--- config.mk ---
export PLATFORM = sky130hd
export DESIGN_NAME = mdio_responder
export DESIGN_NICKNAME = d
export VERILOG_FILES = /design/src/rtl/soc_pkg.sv /design/src/rtl/mdio_sync_edge.sv /design/src/rtl/mdio_responder.sv
export SDC_FILE = /design/constraint.sdc
export NUM_CORES = 1
export LEC_CHECK = 0
export ABC_AREA = 1
export CAP_MARGIN = 20
export CORE_ASPECT_RATIO = 1.2
export CORE_MARGIN = 4
export CORE_UTILIZATION = 30
export CTS_BUF_LIST = sky130_fd_sc_hd__clkbuf_16
export DETAILED_ROUTE_END_ITERATION = 12
export DONT_BUFFER_PORTS = 1
export GPL_ROUTABILITY_DRIVEN = 0
export PLACE_DENSITY_LB_ADDON = 0.25
export SYNTH_ARGS = -nofsm -noshare
export SYNTH_HDL_FRONTEND = slang
export SYNTH_HIERARCHICAL = 1
export SYNTH_SLANG_ARGS = --single-unit
--- constraint.sdc ---
create_clock -name clk -period 2.8 [get_ports clk]
set_input_delay 0.7 -clock clk [delete_from_list [all_inputs] [get_ports clk]]
set_output_delay 0.7 -clock clk [all_outputs]
set_load 0.1 [all_outputs]
--- src/rtl/soc_pkg.sv ---
`default_nettype none
// ============================================================================
//  Module   : soc_pkg
//  Purpose  : Shared types and constants for the Clause-22 MDIO responder.
//  Revision : 1.0 - initial release
// ============================================================================
package soc_pkg;

    typedef enum logic [2:0] {
        MDIO_S_IDLE  = 3'd0,
        MDIO_S_ST    = 3'd1,
        MDIO_S_OP    = 3'd2,
        MDIO_S_PHYAD = 3'd3,
        MDIO_S_REGAD = 3'd4,
        MDIO_S_TA    = 3'd5,
        MDIO_S_DATA  = 3'd6
    } mdio_state_e;

    localparam logic [1:0] MDIO_OP_RD = 2'b10;
    localparam logic [1:0] MDIO_OP_WR = 2'b01;

    localparam logic [4:0] MDIO_REG_BMCR = 5'd0;
    localparam logic [4:0] MDIO_REG_BMSR = 5'd1;
    localparam logic [4:0] MDIO_REG_ID1  = 5'd2;
    localparam logic [4:0] MDIO_REG_ID2  = 5'd3;

    function automatic logic mdio_op_valid(input logic [1:0] op);
        return (op == MDIO_OP_RD) || (op == MDIO_OP_WR);
    endfunction

endpackage
`default_nettype wire

--- src/rtl/mdio_sync_edge.sv ---
`default_nettype none
// ============================================================================
//  Module   : mdio_sync_edge
//  Purpose  : Two-flop synchronizers for MDC/MDIO plus MDC rising-edge detect.
//  Revision : 1.0 - initial release
// ============================================================================
module mdio_sync_edge (
    input  logic clk,
    input  logic rst_n,
    input  logic mdc_i,
    input  logic mdio_i,
    output logic mdc_rise,
    output logic mdio_s
);

    logic [1:0] r_mdc_sync;
    logic       r_mdc_prev;
    logic [1:0] r_mdio_sync;

    always_ff @(posedge clk) begin
        if (!rst_n) begin
            r_mdc_sync  <= 2'b00;
            r_mdc_prev  <= 1'b0;
            r_mdio_sync <= 2'b00;
        end else begin
            r_mdc_sync  <= {r_mdc_sync[0], mdc_i};
            r_mdc_prev  <= r_mdc_sync[1];
            r_mdio_sync <= {r_mdio_sync[0], mdio_i};
        end
    end

    assign mdc_rise = r_mdc_sync[1] & ~r_mdc_prev;
    assign mdio_s   = r_mdio_sync[1];

endmodule
`default_nettype wire

--- src/rtl/mdio_responder.sv ---
`default_nettype none
// ============================================================================
//  Module   : mdio_responder
//  Purpose  : PHY-side Clause-22 MDIO frame decoder with 16-bit register file.
//             Optional macro MDIO_RESP_PREAMBLE_SUPPRESS_EN enables preamble
//             suppression after a completed frame.
//  Revision : 1.0 - initial release
// ============================================================================
module mdio_responder
    import soc_pkg::*;
#(
    parameter int          NUM_REGS     = 32,
    parameter int          PREAMBLE_LEN = 32,
    parameter logic [31:0] PHY_ID       = 32'h001C_C915,
    parameter logic [15:0] BMCR_RST     = 16'h1140,
    parameter logic [15:0] BMSR_BASE    = 16'h7949
) (
    input  logic        clk,
    input  logic        rst_n,
    input  logic [4:0]  phy_addr,
    input  logic        link_up,
    input  logic        mdc_i,
    input  logic        mdio_i,
    output logic        mdio_o,
    output logic        mdio_oe,
    output logic        reg_wr_stb,
    output logic [4:0]  reg_wr_addr,
    output logic [15:0] reg_wr_data,
    output logic        frame_err
);

    localparam int                 c_PRE_W   = $clog2(PREAMBLE_LEN + 1);
    localparam logic [c_PRE_W-1:0] c_PRE_MAX = c_PRE_W'(PREAMBLE_LEN);

    logic w_rise;
    logic w_bit;

    mdio_sync_edge u_sync (
        .clk      (clk),
        .rst_n    (rst_n),
        .mdc_i    (mdc_i),
        .mdio_i   (mdio_i),
        .mdc_rise (w_rise),
        .mdio_s   (w_bit)
    );

    mdio_state_e        r_state;
    mdio_state_e        w_state_next;
    logic [4:0]         r_bit_cnt;
    logic [c_PRE_W-1:0] r_pre_cnt;
    logic [1:0]         r_op;
    logic [4:0]         r_addr_sr;
    logic               r_match;
    logic [4:0]         r_regad;
    logic [15:0]        r_rd_sr;
    logic [14:0]        r_wr_sr;
    logic [15:0]        r_regs [32];

    logic               r_mdio_o;
    logic               r_mdio_oe;
    logic               r_wr_stb;
    logic [4:0]         r_wr_addr;
    logic [15:0]        r_wr_data;
    logic               r_frame_err;

    logic               w_last;
    logic [1:0]         w_op_next;
    logic [4:0]         w_addr_next;
    logic [15:0]        w_wr_data;
    logic [15:0]        w_rd_data;
    logic               w_drive;
    logic               w_pre_ok;
    logic               w_err;
    logic               w_done;
    logic               w_wr_fire;

    assign w_last      = (r_bit_cnt == 5'd0);
    assign w_op_next   = {r_op[0], w_bit};
    assign w_addr_next = {r_addr_sr[3:0], w_bit};
    assign w_wr_data   = {r_wr_sr, w_bit};
    assign w_drive     = (r_op == MDIO_OP_RD) && r_match;
    assign w_wr_fire   = w_rise && (r_state == MDIO_S_DATA) && w_last &&
                         (r_op == MDIO_OP_WR) && r_match &&
                         (32'(r_regad) < NUM_REGS);

`ifdef MDIO_RESP_PREAMBLE_SUPPRESS_EN
    // Cleared by reset and by frame_err so the next frame needs a full preamble.
    logic r_sup_ok;

    always_ff @(posedge clk) begin
        if (!rst_n)      r_sup_ok <= 1'b0;
        else if (w_err)  r_sup_ok <= 1'b0;
        else if (w_done) r_sup_ok <= 1'b1;
    end

    assign w_pre_ok = (r_pre_cnt == c_PRE_MAX) || (r_sup_ok && (r_pre_cnt != '0));
`else
    assign w_pre_ok = (r_pre_cnt == c_PRE_MAX);
`endif

    always_ff @(posedge clk) begin
        if (!rst_n) r_state <= MDIO_S_IDLE;
        else        r_state <= w_state_next;
    end

    always_comb begin
        w_state_next = r_state;
        w_err        = 1'b0;
        w_done       = 1'b0;
        if (w_rise) begin
            case (r_state)
                MDIO_S_IDLE: begin
                    if (!w_bit && w_pre_ok) w_state_next = MDIO_S_ST;
                end
                MDIO_S_ST: begin
                    if (w_bit) begin
                        w_state_next = MDIO_S_OP;
                    end else begin
                        w_err        = 1'b1;
                        w_state_next = MDIO_S_IDLE;
                    end
                end
                MDIO_S_OP: begin
                    if (w_last) begin
                        if (mdio_op_valid(w_op_next)) begin
                            w_state_next = MDIO_S_PHYAD;
                        end else begin
                            w_err        = 1'b1;
                            w_state_next = MDIO_S_IDLE;
                        end
                    end
                end
                MDIO_S_PHYAD: begin
                    if (w_last) w_state_next = MDIO_S_REGAD;
                end
                MDIO_S_REGAD: begin
                    if (w_last) w_state_next = MDIO_S_TA;
                end
                MDIO_S_TA: begin
                    // Write turnaround must be 1 then 0; bit_cnt[0] is the expected value.
                    if ((r_op == MDIO_OP_WR) && (w_bit != r_bit_cnt[0])) begin
                        w_err        = r_match;
                        w_state_next = MDIO_S_IDLE;
                    end else if (w_last) begin
                        w_state_next = MDIO_S_DATA;
                    end
                end
                MDIO_S_DATA: begin
                    if (w_last) begin
                        w_done       = 1'b1;
                        w_state_next = MDIO_S_IDLE;
                    end
                end
                default: w_state_next = MDIO_S_IDLE;
            endcase
        end
    end

    always_comb begin
        w_rd_data = '0;
        if (32'(w_addr_next) < NUM_REGS) begin
            case (w_addr_next)
                MDIO_REG_BMCR: w_rd_data = {1'b0, r_regs[0][14:0]};
                MDIO_REG_BMSR: w_rd_data = {BMSR_BASE[15:3], link_up, BMSR_BASE[1:0]};
                MDIO_REG_ID1:  w_rd_data = PHY_ID[31:16];
                MDIO_REG_ID2:  w_rd_data = PHY_ID[15:0];
                default:       w_rd_data = r_regs[w_addr_next];
            endcase
        end
    end

    always_ff @(posedge clk) begin
        if (!rst_n) begin
            r_pre_cnt   <= '0;
            r_bit_cnt   <= '0;
            r_op        <= '0;
            r_addr_sr   <= '0;
            r_match     <= 1'b0;
            r_regad     <= '0;
            r_rd_sr     <= '0;
            r_wr_sr     <= '0;
            r_mdio_o    <= 1'b0;
            r_mdio_oe   <= 1'b0;
            r_frame_err <= 1'b0;
        end else begin
            r_frame_err <= w_err;
            if (w_rise) begin
                case (r_state)
                    MDIO_S_IDLE: begin
                        if (!w_bit)                         r_pre_cnt <= '0;
                        else if (r_pre_cnt != c_PRE_MAX)    r_pre_cnt <= r_pre_cnt + 1'b1;
                    end
                    MDIO_S_ST: begin
                        r_bit_cnt <= 5'd1;
                    end
                    MDIO_S_OP: begin
                        r_op      <= w_op_next;
                        r_bit_cnt <= w_last ? 5'd4 : r_bit_cnt - 1'b1;
                    end
                    MDIO_S_PHYAD: begin
                        r_addr_sr <= w_addr_next;
                        r_bit_cnt <= w_last ? 5'd4 : r_bit_cnt - 1'b1;
                        if (w_last) r_match <= (w_addr_next == phy_addr);
                    end
                    MDIO_S_REGAD: begin
                        r_addr_sr <= w_addr_next;
                        r_bit_cnt <= w_last ? 5'd1 : r_bit_cnt - 1'b1;
                        if (w_last) begin
                            r_regad <= w_addr_next;
                            r_rd_sr <= w_rd_data;
                        end
                    end
                    MDIO_S_TA: begin
                        r_bit_cnt <= w_last ? 5'd15 : r_bit_cnt - 1'b1;
                        if (w_drive) begin
                            // TA1 rise: take the bus driving 0; TA2 rise: present D15.
                            if (!w_last) begin
                                r_mdio_oe <= 1'b1;
                                r_mdio_o  <= 1'b0;
                            end else begin
                                r_mdio_o <= r_rd_sr[15];
                                r_rd_sr  <= {r_rd_sr[14:0], 1'b0};
                            end
                        end
                    end
                    MDIO_S_DATA: begin
                        r_wr_sr   <= w_wr_data[14:0];
                        r_bit_cnt <= r_bit_cnt - 1'b1;
                        if (w_drive) begin
                            if (w_last) begin
                                r_mdio_oe <= 1'b0;
                                r_mdio_o  <= 1'b0;
                            end else begin
                                r_mdio_o <= r_rd_sr[15];
                                r_rd_sr  <= {r_rd_sr[14:0], 1'b0};
                            end
                        end
                        if (w_done) r_pre_cnt <= '0;
                    end
                    default: ;
                endcase
            end
        end
    end

    always_ff @(posedge clk) begin
        if (!rst_n) begin
            r_wr_stb  <= 1'b0;
            r_wr_addr <= '0;
            r_wr_data <= '0;
            for (int i = 0; i < 32; i++) r_regs[i] <= (i == 0) ? BMCR_RST : 16'h0000;
        end else begin
            r_wr_stb <= w_wr_fire;
            if (w_wr_fire) begin
                r_wr_addr <= r_regad;
                r_wr_data <= w_wr_data;
                if (r_regad == MDIO_REG_BMCR) begin
                    // Soft reset: restore RW registers, ignore the other written bits.
                    if (w_wr_data[15]) begin
                        for (int i = 0; i < 32; i++) r_regs[i] <= (i == 0) ? BMCR_RST : 16'h0000;
                    end else begin
                        r_regs[0] <= w_wr_data;
                    end
                end else if (r_regad >= 5'd4) begin
                    r_regs[r_regad] <= w_wr_data;
                end
            end
        end
    end

    assign mdio_o      = r_mdio_o;
    assign mdio_oe     = r_mdio_oe;
    assign reg_wr_stb  = r_wr_stb;
    assign reg_wr_addr = r_wr_addr;
    assign reg_wr_data = r_wr_data;
    assign frame_err   = r_frame_err;

endmodule
`default_nettype wire

# --- Yosys cells after proc, flatten, opt, wreduce, memory -nomap -nowiden ---
# Memory sizes are Yosys's and may differ from the RTL's.
# Index checks and enable logic that the tools add are counted.
word_totals:
  ff_bits: 87
  mem_bits_rw: 512
  input_bits: 10
  output_inout_bits: 25
  wordCells: 214
  memories: 1
classes:
  add_sub_neg: 2
  order_cmp: 1
  n_eq_ne: 30
  mux: 95
  n_bitwise: 35
  reduce_logical: 32
mem_list:
  columns: ["name", "depth", "width", "read_ports", "rd_ports_with_merged_regs", "write_ports", "line", "text"]
  rows:
  - ["r_regs", 32, 16, 2, 0, 32, "mdio_responder.sv:57", "logic [15:0] r_regs [32];"]
ops:
  columns: ["op", "n"]
  rows:
  - ["16-bit two-way mux", 39]
  - ["16-bit case mux with 4 select lines", 1]
  - ["16-bit case mux with 3 select lines", 1]
  - ["1-bit OR", 33]
  - ["1-bit two-way mux", 32]
  - ["5-bit case mux with 5 select lines", 1]
  - ["2-bit inequality test, second input constant", 11]
  - ["3-bit two-way mux", 7]
  - ["3-bit case mux with 7 select lines", 1]
  - ["5-bit two-way mux", 4]
  - ["6-bit two-way mux", 3]
  - ["16-bit OR reduction", 1]
  - ["5-bit zero test", 3]
  - ["7-bit AND reduction", 2]
  - ["6-bit case mux with 2 select lines", 1]
  - ["5-bit by 2-bit == test with 1-bit output, second input constant", 2]
  - ["2-bit AND reduction", 5]
  - ["3-bit == test, second input constant", 3]
  - ["4-bit AND reduction", 2]
  - ["1-bit logical AND", 7]
  - ["6-bit by 1-bit adder with 6-bit output, second input constant", 1]
  - ["3-bit by 2-bit == test with 1-bit output, second input constant", 2]
  - ["6-bit == test, second input constant", 1]
  - ["3-bit inequality test, second input constant", 2]
  - ["23 further kinds", 30]

# --- Longest topological paths before layout ---
# Gate-level depths: netlist (run 1).
logic_depth:
  depth_word: 12
  mapped_depth: 15
  depth_no_buf: 13

# --- Cells and area by module ---
# Netlist (run 1), hierarchy kept.
modules_own_cells:
  columns: ["mod", "instances", "cells_each", "area_per_inst_um2", "seq_area_each_um2"]
  rows:
  - ["mdio_responder", 1, 2798, 24793.8, 15544.9]
  - ["mdio_sync_edge", 1, 17, 145.1, 100.1]

# --- Worst setup path after synthesis (run 1) ---
# No wires, ideal clock.
synth_timing:
  kind: "register -> register"
  startpoint: "register r_bit_cnt[0]"
  endpoint: "memory r_regs[16][0], enable pin"
  setup_ns: 0.372
  t_arrival_ns: 2.380
  t_required_ns: 2.428
  path_slack_ns: 0.049
  stages_incl_launch_ff: 12
  n_path_buf: 1
  synth_period_minus_slack_ns: 2.751
  path_cell_list: "dfxtp_1 inv_1 ha_1 nand3_2 nor2_4 nand2_1 nor3_4 nand2_4 nor3_4 nand2_4 buf_2 nand2_1"
synth_lines:
  columns: ["item", "line", "text"]
  rows:
  - ["start, declared", "mdio_responder.sv:49", "logic [4:0] r_bit_cnt;"]
  - ["start signal, assigned", "mdio_responder.sv:198", "r_bit_cnt <= w_last ? 5'd4 : r_bit_cnt - 1'b1;"]
  - ["start signal, assigned", "mdio_responder.sv:202", "r_bit_cnt <= w_last ? 5'd4 : r_bit_cnt - 1'b1;"]
  - ["start signal, assigned", "mdio_responder.sv:207", "r_bit_cnt <= w_last ? 5'd1 : r_bit_cnt - 1'b1;"]
  - ["end, declared", "mdio_responder.sv:57", null]

==> flow_metrics.tcl, run 1 <==
set metrics [dict create \
    status "complete, no violations" \
    met1Wirelength_um 32500 \
    tns_ns 0 \
    pre_cts_slack_ns 0.0527 \
    fp.dieH_um 324 \
    internal_power_mw 13.7 \
    slew_viol_final 0 \
    fin_crit_ns 2.63 \
    tightest_slew_ns 0.920 \
    ys_warn_count 6 \
    cts-root-buf "clkbuf_16" \
    final_cell_mix "nand2_1, nor2_1, edfxtp_1, buf_4, nand3_1" \
    drc_errors 0 \
    yosysSeqAreaShare_pct 62.7 \
    clkSinkCount 550 \
    min-delay-path-class "in -> reg" \
    netlist_area_um2 24900 \
    path_class "reg -> reg" \
    cts_tree "built" \
    via_per_inst 4.68 \
    ioPinCount 35 \
    coreArea_um2 82200 \
    h-tree-depth 2 \
    grt_pass1_vias 18513 \
    hold_depth 2 \
    power.switching_mw 3.86 \
    drtAntennaViolNets 0 \
    leakagePower_nw 11.0 \
    drive_gt1_share_pct 9.32 \
    die_area_um2 87800 \
    ys_types 38 \
    diodes 0 \
    synth_area_leaders "edfxtp_1, nand2_1, nor2_1, dfxtp_1, nand3_1" \
    final_common_cell "nand2_1" \
    grt_setup_unrepaired "false" \
    top_layer "met4" \
    area_growth_pct 15.7 \
    relSlewSlack_pct 38.6 \
    wl_per_cell_um 19.4 \
    io_buffers 0 \
    crit_cells 11 \
    synth_largest_area_cell "edfxtp_1" \
    final_nets 2856 \
    pwr_density_cell_nw_per_um2 608 \
    reg2reg_depth 11 \
    cpPeakStageDelay_ns 0.45 \
    pwr-share-seq_pct 52.7 \
    slowest_stage "dfxtp_1" \
    insertion_delay_ns 0.63 \
    fp.dieW_um 271 \
    clk_pin_slew_ns 0.06 \
    timing.final.ws_setup_ns 0.168 \
    ys_ff_latch 550 \
    track_usage_pct 17.3 \
    critPathLaunchType "flop" \
    setup_viol 0 \
    cts-buffers-inserted 56 \
    crit_family "simple AND/OR/NAND/NOR gates" \
    crit_fanout 17 \
    rows 115 \
    dr.pass1.iters 6 \
    drt_iter0_markers 1635 \
    grt_remaining_overflow 0 \
    fin_skew_ns 0.0300 \
    synth_edf_count 463 \
    vias 18728 \
    post-route-period-util_pct 94.0 \
    initial_core_util_pct 30.4 \
    routed_wl_um 77400 \
    yosysTopAreaCellShare_pct 55.7 \
    hold_viol 0 \
    critPathBufInv 4 \
    ys.flop_type "edfxtp_1" \
    clockBufferDepth 3 \
    required_ns 3.11 \
    synth_nets 2829 \
    swShare_pct 22.0 \
    synthArstFlopShare_pct 0 \
    met2WireLength_um 38700 \
    hpwlAfterDp_um 51500 \
    power_frac_clock_pct 43.2 \
    cts_hold_buf 0 \
    crit_chain "inv_1 > nor2_4 > nand2_1 > nor3_4 > buf_4 > nand2_4 > nor3_4 > buf_12 > nand2_4 > nand2_1 > buf_12" \
    antenna_found_initial 1 \
    grt_max_degree 77 \
    setup.worst_path.end_class "flop" \
    worstPathArrival_ns 2.95 \
    wl_met3_um 4090 \
    grt_pass1_wl_um 115000 \
    fmax_mhz 380 \
    maxCapViolCount 0 \
    syn_area_per_cell_um2 8.86 \
    ir_worst_vdd_v 0.000496 \
    power_mw 17.6 \
    syn_inst 2815 \
    comb_power_share_pct 4.1 \
]
## sequential cells by signal, indices dropped and copies added, names as in the netlist, 5 cells and up
register / cells
r_pre_cnt: 6
r_wr_sr: 15
r_bit_cnt: 5
r_rd_sr: 16
reg_wr_data: 16
r_regad: 5
r_regs: 463
reg_wr_addr: 5
## synth_stat cells, types with 6 or more instances
master    instances
a21oi_1          94
buf_1            22
buf_2            24
clkbuf_1        137
dfxtp_1          87
edfxtp_1        463
inv_1            83
nand2_1        1055
nand2_4          13
nand3_1         114
nand4_1          18
nor2_1          568
nor3_1            6
o21ai_0          76
## cell families (layout without fill, tap and decap cells)
group	Yosys count	count (layout)	synth area share [%]
flops	550	550	62.7
fa+ha+maj	4	4	0.201
simple gates	1794	1794	28.7
xor+xnor	7	7	0.246
buf+inv	273	345	4.23
compound gates	187	187	3.90
## final cells by class
cell class              count  area (um2)
repair buffers            153        1420
fillers                  8534       53300
flip-flops and latches    550       15700
clock inverters            46         393
clock buffers              57        1430
inverters                  89         339
multi-input cells        1992        8240
well taps                1111        1390
## metrics by stage
stage	util, %	cells	cell area [um2]	hold WS [ns]
finish	35.1	3998	28900	0.170
floorplan	-	2815	24900	0.390
detailed placement	32.9	3893	27000	0.421
CTS	35.1	3996	28800	0.117
global route	35.1	3998	28900	0.133
global placement	32.9	3893	27000	0.418
## power groups by stage
stage          combinational [mW]  sequential [mW]  clock [mW]
6_report                    0.717             9.26        7.58
4_1_cts                     0.729             9.26        7.75
3_5_place_dp                0.726             9.44           0
5_1_grt                     0.805             9.29        8.03
2_1_floorplan               0.445             9.40           0
3_3_place_gp                0.722             9.43           0
## layer usage
metal  global-route usage [%]  up-vias
met5                        0        -
met4                     4.79        0
met3                     2.03      116
met2                     31.2      484
met1                     22.2     8980
li1                         -     9148
## path summary, 6_finish.rpt
kind	start	end	slack [ns]
setup / recovery	r_state[2]	r_regs[27][7]	0.17
hold / removal	mdio_i	u_sync/r_mdio_sync[0]	0.17
setup reg to reg	r_state[2]	r_regs[27][7]	0.17
hold reg to reg	u_sync/r_mdc_sync[1]	u_sync/r_mdc_prev	0.43
## repair_timing
| action | 4_1_cts | 5_1_grt |
|---|---|---|
| setup endpoints to repair | 0 | 137 |
| hold endpoints to repair | 0 | 0 |
| gates resized for setup | 0 | 1 |
| setup buffers | 0 | 2 |
Power figures use the tool's default switching activity.
==> run 2, diff against run 1 <==
Settings changed: ABC_AREA 1 to 0, CAP_MARGIN 20 to 15.
==> run 2 against run 1 <==
Global-route usage shrank 1.5 points. Maximum frequency shrank 3.0%. Via count shrank 18%. Worst setup slack lost 0.081 ns. Clock power shrank 4.2%. Sequential power shrank 1%. Flip-flop and latch count is the same. Sequential share of layout area shrank 1.2 points. Cell count shrank 22%. Non-clock buffer count grew 48. Total power shrank 3.4%. Critical path type unchanged. Largest power group unchanged.
==> flow_metrics.tcl, run 2 <==
set metrics [dict create \
    status "complete, no violations" \
    final_nets 1977 \
    worstPathArrival_ns 3.01 \
    netlist_area_um2 25100 \
    synth_fa_ha_area_share_pct 0.200 \
    fin_skew_ns 0.0365 \
    ff2ff_setup_slack_ns 0.09 \
    cts_tree "built" \
    cpMostUsedCell "buf_12" \
    fp.dieW_um 272 \
    pwr_density_cell_nw_per_um2 575 \
    slowest_stage "or3_4" \
    insertion_delay_ns 0.62 \
    clkSinkCount 550 \
    tightest_slew_ns 1.05 \
    ioPinCount 35 \
    ys_ff_latch 550 \
    yosys.area_share.simple_pct 17.3 \
    syn_inst 1876 \
    timing.final.ws_setup_ns 0.0866 \
    slew_viol_final 0 \
    wl_per_cell_um 22.8 \
    final_common_cell "edfxtp_1" \
    endpoint "r_regs[24][14]" \
    io_buffers 0 \
    coreArea_um2 82400 \
    grt_remaining_overflow 0 \
    area_growth_pct 17.6 \
    cts-root-buf "clkbuf_16" \
    min-delay-path-class "in -> reg" \
    synth_nets 1890 \
    dr.pass1.iters 6 \
    setup.worst_path.end_class "flop" \
    required_ns 3.10 \
    synth_xor_area_share_pct 0.524 \
    maxCapViolCount 0 \
    synth_top_family_by_area "simple AND/OR/NAND/NOR gates" \
    track_usage_pct 15.9 \
    clk_pin_slew_ns 0.06 \
    pwr-share-seq_pct 53.9 \
    drc_errors 0 \
    h-tree-depth 2 \
    die_area_um2 88300 \
    cts_hold_buf 0 \
    fill_cells 7893 \
    yosysMostFrequentCell "edfxtp_1" \
    internal_power_mw 13.3 \
    largest_reg_flops 463 \
    grt_pass1_wl_um 106000 \
    regMostFlops "r_regs" \
    drt_iter0_markers 1576 \
    r2r-end "r_regs[24][14]" \
    power_frac_clock_pct 42.8 \
    netlist_top_cells_count "edfxtp_1, and2_1, clkbuf_1, nand2_1, mux4_2" \
    hold_viol 0 \
    synthArstFlopShare_pct 0 \
    drtAntennaViolNets 0 \
    ir_worst_vdd_v 0.000521 \
    pre_cts_slack_ns 0.0354 \
    critPathLaunchType "flop" \
    layout.cells.non_filler 3123 \
    final_util_pct 35.8 \
    clockBufferDepth 3 \
    hpwlAfterDp_um 47100 \
    grt_pass1_vias 15863 \
    critPathLaunch "r_bit_cnt[1]" \
    reg2reg_from "r_bit_cnt[1]" \
    dp.cells 3012 \
    synth_edf_count 463 \
    ys.flop_type "edfxtp_1" \
    grt_max_degree 62 \
    fin_crit_ns 2.71 \
    antenna_found_initial 0 \
    path_class "reg -> reg" \
    drive_gt1_share_pct 21.0 \
    crit_chain "inv_1 > ha_1 > or4b_1 > nor2_4 > nand2_4 > or3_4 > buf_12 > o21ai_4 > buf_12" \
    via_per_inst 4.94 \
    crit_fanout 16 \
    syn_area_per_cell_um2 13.4 \
    power_mw 17.0 \
    initial_core_util_pct 30.4 \
    fmax_mhz 369 \
    ys_types 70 \
    post-route-period-util_pct 96.9 \
    yosysSeqAreaShare_pct 62.4 \
    leakagePower_nw 10.4 \
    cts-buffers-inserted 56 \
    ys_warn_count 6 \
    postPlaceCellArea_um2 27700 \
    power.switching_mw 3.65 \
    routed_wl_um 71100 \
    vias 15439 \
    synth_largest_area_cell "edfxtp_1" \
    swShare_pct 21.5 \
    cpPeakStageDelay_ns 0.55 \
    fp.dieH_um 325 \
    yosysTopAreaCellShare_pct 55.4 \
    comb_power_share_pct 3.4 \
    synth_area_leaders "edfxtp_1, and2_1, mux4_2, dfxtp_1, mux2i_1" \
    final_cell_area_um2 29500 \
    setup_viol 0 \
    reg2reg_depth 9 \
    final_cell_mix "edfxtp_1, and2_1, buf_4, nand2_1, mux4_2" \
    rows 115 \
    relSlewSlack_pct 29.9 \
    synthMuxAreaShare_pct 10.8 \
    synth-compound-area-share_pct 5.61 \
]
-- run 2: worst max-delay path, delay by kind of cell, from the launching register on --
family	cells	cell delay, ns
AOI/OAI and AO/OA	1	0.15
DFF	1	0.33
and+or+nand+nor	4	1.31
adders and majority gates	1	0.17
buffers and inverters	3	0.46
-- run 2: what timing repair did --
item / CTS / global route
setup endpoints to repair: 0 / 54
gates resized for setup: 0 / 2
setup buffers: 0 / 4
-- run 2: cells by family (layout without fill, tap and decap cells) --
kind of cell,Yosys count,count (layout)
AOI/OAI and AO/OA,217,217
xor gates and xnor gates,15,15
adders and majority gates,4,4
buffers and inverters,183,317
DFF,550,550
muxes,151,151
other,0,2
and+or+nand+nor,756,756
-- run 2: area by class of cell --
cell class / count / area [um2] / share of cell area [%]
flip-flops and latches: 550 / 15700 / 53.1
multi-input cells: 1143 / 8770 / 29.7
repair buffers: 201 / 1880 / 6.39
clock buffers: 58 / 1450 / 4.92
well taps: 1111 / 1390 / 4.71
clock inverters: 47 / 298 / 1.01
inverters: 11 / 41.3 / 0.140
diodes: 2 / 5.00 / 0.0170
-- run 2: layer usage --
layer  routed length (um)  up-vias  part of all wire [%]  GRT usage [%]
li1                     -     7015                     -              -
met1                30400     7919                    43           21.1
met2                35600      416                    50           27.3
met3                 3140       89                   4.4           1.92
met4                 1920        0                   2.7           4.48
met5                    0        -                     0              0
-- run 2: power groups by stage --
stage / clock, mW / combinational, mW / sequential (mW)
6_report: 7.26 / 0.573 / 9.14
5_1_grt: 7.74 / 0.610 / 9.16
3_5_place_dp: 0 / 0.581 / 9.32
3_3_place_gp: 0 / 0.577 / 9.31
2_1_floorplan: 0 / 0.335 / 9.28
4_1_cts: 7.41 / 0.583 / 9.15
-- run 2: stage by stage --
stage	setup TNS (ns)	hold WS (ns)
finish	0	0.203
global route	-0.255	0.190
CTS	0	0.171
global placement	0	0.431
detailed placement	0	0.428
floorplan	-38.23	0.412
-- run 2: how the worst min path moves through the flow --
stage | cells past startpoint | to | slack [ns] | start
2_1_floorplan | 1 | u_sync/r_mdc_sync[1] | 0.41 | u_sync/r_mdc_sync[0]
4_1_cts | 1 | u_sync/r_mdc_sync[0] | 0.17 | rst_n
3_3_place_gp | 1 | u_sync/r_mdio_sync[1] | 0.43 | u_sync/r_mdio_sync[0]
3_5_place_dp | 1 | u_sync/r_mdio_sync[1] | 0.43 | u_sync/r_mdio_sync[0]
6_report | 1 | u_sync/r_mdc_sync[0] | 0.20 | rst_n
5_1_grt | 1 | u_sync/r_mdc_sync[1] | 0.19 | rst_n
==> run 3, diff against run 2 <==
Settings changed: CTS_CLUSTER_DIAMETER from default to 120.
==> results of run 3 <==
Final layout, timing and power as in run 2 (identical DEF).
